--- src/rtl/tail_anim_ctrl.sv ---
// Plasma-tail sprite sequencer: paces the 4-frame animation against video frames
// and turns the scan position plus ROM row data into a registered pixel_on.
module tail_anim_ctrl #(
    parameter int X_W = 10,
    parameter int Y_W = 10,
    parameter int DIV = 4
) (
    input  logic           clk,
    input  logic           rst,
    input  logic           frame_start,
    input  logic           thrust,
    input  logic [X_W-1:0] ship_x,
    input  logic [Y_W-1:0] ship_y,
    input  logic [X_W-1:0] px,
    input  logic [Y_W-1:0] py,
    input  logic           px_valid,
    output logic [3:0]     rom_y,
    output logic [1:0]     rom_frame,
    input  logic [15:0]    rom_bits,
    output logic           pixel_on,
    output logic           tail_active
);

    // state  | meaning
    // OFF    | engine off, nothing drawn
    // IGNITE | playing start-up frames 0,1,2
    // BURN   | looping frames 3,1,2
    // COOL   | engine cut, frame 0 shown for one animation step
    typedef enum logic [1:0] {OFF, IGNITE, BURN, COOL} state_t;

    localparam logic [3:0] DIV_LAST = 4'(DIV - 1);
    localparam logic [X_W:0] BOX_X = (X_W+1)'(16);
    localparam logic [Y_W:0] BOX_Y = (Y_W+1)'(16);

    state_t         state, state_nx;
    logic [1:0]     frame, frame_nx;
    logic [3:0]     div_cnt, div_nx;
    logic           step;
    logic [X_W-1:0] tx;
    logic [Y_W-1:0] ty;
    logic [X_W:0]   dx;
    logic [Y_W:0]   dy;
    logic [3:0]     col;
    logic           hit;
    logic           pix_bit;

    // One extra bit keeps px < tx from aliasing into the box near the right edge.
    assign dx  = {1'b0, px} - {1'b0, tx};
    assign dy  = {1'b0, py} - {1'b0, ty};
    assign col = dx[3:0];
    assign hit = px_valid && (px >= tx) && (dx < BOX_X) && (py >= ty) && (dy < BOX_Y);
    assign pix_bit = rom_bits[4'd15 - col];

    assign rom_y       = dy[3:0];
    assign rom_frame   = frame;
    assign tail_active = (state != OFF);
    assign step        = (div_cnt == DIV_LAST);

    always_ff @(posedge clk) begin
        if (rst) begin
            state <= OFF;
        end else begin
            state <= state_nx;
        end
    end

    always_comb begin
        state_nx = state;
        frame_nx = frame;
        div_nx   = div_cnt;
        if (frame_start) begin
            div_nx = step ? 4'd0 : div_cnt + 4'd1;
            case (state)
                OFF: begin
                    frame_nx = 2'd0;
                    if (thrust) begin
                        state_nx = IGNITE;
                        div_nx   = 4'd0;
                    end
                end
                IGNITE: begin
                    if (!thrust) begin
                        state_nx = COOL;
                        frame_nx = 2'd0;
                        div_nx   = 4'd0;
                    end else if (step) begin
                        if (frame == 2'd2) begin
                            state_nx = BURN;
                            frame_nx = 2'd3;
                        end else begin
                            frame_nx = frame + 2'd1;
                        end
                    end
                end
                BURN: begin
                    if (!thrust) begin
                        state_nx = COOL;
                        frame_nx = 2'd0;
                        div_nx   = 4'd0;
                    end else if (step) begin
                        frame_nx = (frame == 2'd3) ? 2'd1 : frame + 2'd1;
                    end
                end
                COOL: begin
                    frame_nx = 2'd0;
                    if (thrust) begin
                        state_nx = IGNITE;
                        div_nx   = 4'd0;
                    end else if (step) begin
                        state_nx = OFF;
                    end
                end
                default: begin
                    state_nx = OFF;
                    frame_nx = 2'd0;
                    div_nx   = 4'd0;
                end
            endcase
        end
    end

    // The pixel register sees the pre-edge state/position, so a pixel coinciding
    // with frame_start still uses the previous frame's values.
    always_ff @(posedge clk) begin
        if (rst) begin
            frame    <= 2'd0;
            div_cnt  <= 4'd0;
            tx       <= '0;
            ty       <= '0;
            pixel_on <= 1'b0;
        end else begin
            frame    <= frame_nx;
            div_cnt  <= div_nx;
            pixel_on <= hit && pix_bit && (state != OFF);
            if (frame_start) begin
                tx <= ship_x;
                ty <= ship_y;
            end
        end
    end

endmodule

--- config.mk ---
export PLATFORM = sky130hd
export DESIGN_NAME = tail_anim_ctrl
export DESIGN_NICKNAME = d
export VERILOG_FILES = /design/src/rtl/tail_anim_ctrl.sv
export SDC_FILE = /design/constraint.sdc
export NUM_CORES = 1
export LEC_CHECK = 0
export CAP_MARGIN = 20
export CORE_ASPECT_RATIO = 1.25
export CORE_MARGIN = 5
export CORE_UTILIZATION = 45
export CTS_CLUSTER_DIAMETER = 30
export CTS_CLUSTER_SIZE = 24
export DETAILED_ROUTE_END_ITERATION = 16
export GPL_ROUTABILITY_DRIVEN = 0
export HOLD_SLACK_MARGIN = 0.12
export PLACE_DENSITY = 0.86
export SYNTH_ARGS = -nofsm -noshare
export SYNTH_HDL_FRONTEND = slang
export SYNTH_SLANG_ARGS = --single-unit
export TNS_END_PERCENT = 5
--- constraint.sdc ---
create_clock -name clk -period 4.54 [get_ports clk]
set_input_delay 1.362 -clock clk [delete_from_list [all_inputs] [get_ports clk]]
set_output_delay 1.362 -clock clk [all_outputs]
set_load 0.01 [all_outputs]
==> results of run 1 <==
==> power groups by stage <==
| stage | registers [uW] | clock network [uW] | logic (uW) |
|---|---|---|---|
| detailed placement | 283 | 0 | 293 |
| global route | 279 | 219 | 324 |
| global placement | 282 | 0 | 285 |
| finish | 277 | 201 | 293 |
| CTS | 278 | 206 | 295 |
| floorplan | 280 | 0 | 189 |
==> metal layers <==
metal  GRT usage, %  share of wire (%)  up-vias
met1           19.7                 40     1029
met5              0                  0        -
li1               -                  -     1118
met3           3.12                3.8        8
met4           5.34                1.4        0
met2           32.2                 54       46
==> cell families (layout without fill, tap and decap cells) <==
logic type | after synthesis | count (layout) | share of synthesized area (%)
muxes | 36 | 36 | 17.3
buffers and inverters | 43 | 113 | 6.85
DFF | 29 | 29 | 24.6
and+or+nand+nor | 80 | 80 | 17.0
adders and majority gates | 30 | 30 | 16.6
xor gates and xnor gates | 7 | 7 | 2.92
AOI/OAI and AO/OA | 54 | 54 | 14.8
==> synthesized netlist by cell type, drive strengths merged (5+ instances only) <==
| cell | count |
|---|---|
| o21ai | 10 |
| a21oi | 20 |
| nand2 | 10 |
| ha | 28 |
| inv | 34 |
| nand2b | 5 |
| nand3 | 7 |
| nor2 | 34 |
| mux2i | 32 |
| nor3b | 5 |
| clkbuf | 9 |
| dfxtp | 29 |
==> worst paths after layout <==
| kind | endpoint | slack (ps) | depth (start not counted) |
|---|---|---|---|
| min reg2reg | tx[1] | 490 | 2 |
| max reg2reg | pixel_on | 1740 | 7 |
| max | rom_y[1] | 160 | 6 |
| min | tx[1] | 490 | 2 |
==> final cells by class <==
class,instances,area [um2]
fillers,440,1890
flip-flops and latches,29,581
clock inverters,2,10.0
clock buffers,6,72.6
well taps,62,77.6
multi-input cells,207,1610
repair buffers,71,708
inverters,34,128
==> tightest hold or removal path: stages, from the launching register on <==
cell     delay (ps)
dfxtp_1         320
mux2i_1          60
nor2_1           70
==> what timing repair did <==
item	in CTS	in global routing
setup endpoints to repair	0	2
endpoints found under the hold margin	0	0
resized for setup	0	2
==> state kept, by name, indices dropped and copies added (netlist names) <==
name       count
state          2
rom_frame      2
ty            10
pixel_on       1
tx            10
div_cnt        4
==> stage by stage <==
stage / utilization, % / power (uW)
detailed placement: 61.1 / 576
global placement: 61.1 / 567
global route: 62.8 / 822
CTS: 62.7 / 778
floorplan: - / 469
finish: 62.8 / 772
==> qor.yml, run 1 <==
clk_latency_ps: 280
synth_area_mm2: 0.00236
slew_headroom_pct: 45.9
slowest_delay_ps: 490
path_delay_family: "buffers and inverters"
grt_max_degree: 29
path_class: "in -> out"
cp-startpoint: "py[0]"
yosysWarnings: 0
status: "finished clean"
dr.pass1.iters: 4
fin_crit_ps: 4380
place.detailed.hpwl_um: 4830
worst_setup_path_end_kind: "output port"
min_from: "tx[1]"
track_usage_pct: 17.5
synth_top_area_share_pct: 24.6
area_growth_pct: 35.4
die_w_um: 74.7
place_inst: 403
ys_seq_elements: 29
mostFrequentLayoutCells: "66 x clkdlybuf4s50_1, 34 x inv_1, 34 x nor2_1, 32 x mux2i_1, 29 x dfxtp_1"
cp-start-kind: "input pin"
final_common_cell: "clkdlybuf4s50_1"
power_frac_comb_pct: 38.0
globalRouteOverflowTotal: 0
path_max_fanout: 2
dp_slack_ps: 31.2
clock_sinks: 29
core-area_mm2: 0.00508
setup_viol: 0
switching_share_pct: 30.8
cts_hold_buf: 0
rows: 29
cts_tree: "built"
power_switching_uw: 238
synth_top_area_cell: "dfxtp_1"
post-route-period-util_pct: 96.5
ant_nets: 0
first_global_vias: 2156
synth_cell_types: 45
instances_no_fill: 411
rsz0062_at_grt: "false"
synthArstFlopShare_pct: 0
max_freq_mhz: 228
fin_ws_ps: 157
synth_fp_nets: 370
post_cts_buffers: 0
finalNetCount: 439
grt_first_pass_wirelength_um: 9440
numPortBuffers: 68
skew_ps: 5.73
path_cells: "clkdlybuf4s50_1 > inv_1 > ha_1 > inv_1 > fa_1 > clkdlybuf4s50_1"
worst_ep_arrival_time_ps: 3020
peakVddDrop_mv: 0.176
worst-path-buf-inv: 4
clk_path_buf_depth: 2
via_per_inst: 5.36
power_density_mw_per_mm2: 242
synth_seq_area_share_pct: 24.6
wl_per_cell_um: 14.0
stdcell_area_mm2: 0.00319
syn_inst: 279
synth_area_leaders: "dfxtp_1 25%, ha_1 15%, mux2i_1 14%"
hold_class: "reg -> reg"
ios: 69
drtIter0Drc: 96
reg2reg_from: "tx[0]"
finalSetupTns_ps: 0
h-tree-depth: 2
dpl-instance-area_mm2: 0.00310
antenna_cells: 0
cts-root-buf: "clkbuf_8"
die_area_mm2: 0.00679
initial_core_util_pct: 46.4
ys.flop_type: "dfxtp_1"
power_frac_seq_pct: 36.0
synth-edff-count: 0
internal_power_uw: 534
worstMarginPinSlew_ps: 809
cap_violations: 0
p_leak_uw: 0.00139
die_h_um: 90.9
finalHoldViolCount: 0
synth.avg_cell_area_um2: 8.44
drcViolationCount: 0
slew_violations: 0
p_clk_share_pct: 26.1
final_layout_size_suffix_gt1_share_pct: 4.30
routed_wirelength_um: 5740
cpMaxStageDelayCell: "clkdlybuf4s50_1"
holdWs_ps: 495
cts_buffers: 5
antenna_found_initial: 0
vias: 2201
critPathRequiredTime_ps: 3180
clk_pin_slew_worst_paths_ps: 60
Power figures use the tool's default switching activity.
==> run 2, diff against run 1 <==
Settings changed: CTS_CLUSTER_DIAMETER 30 to not set.
==> results of run 2 <==
Same layout as run 1: the final DEF is identical, and so are final timing and power.
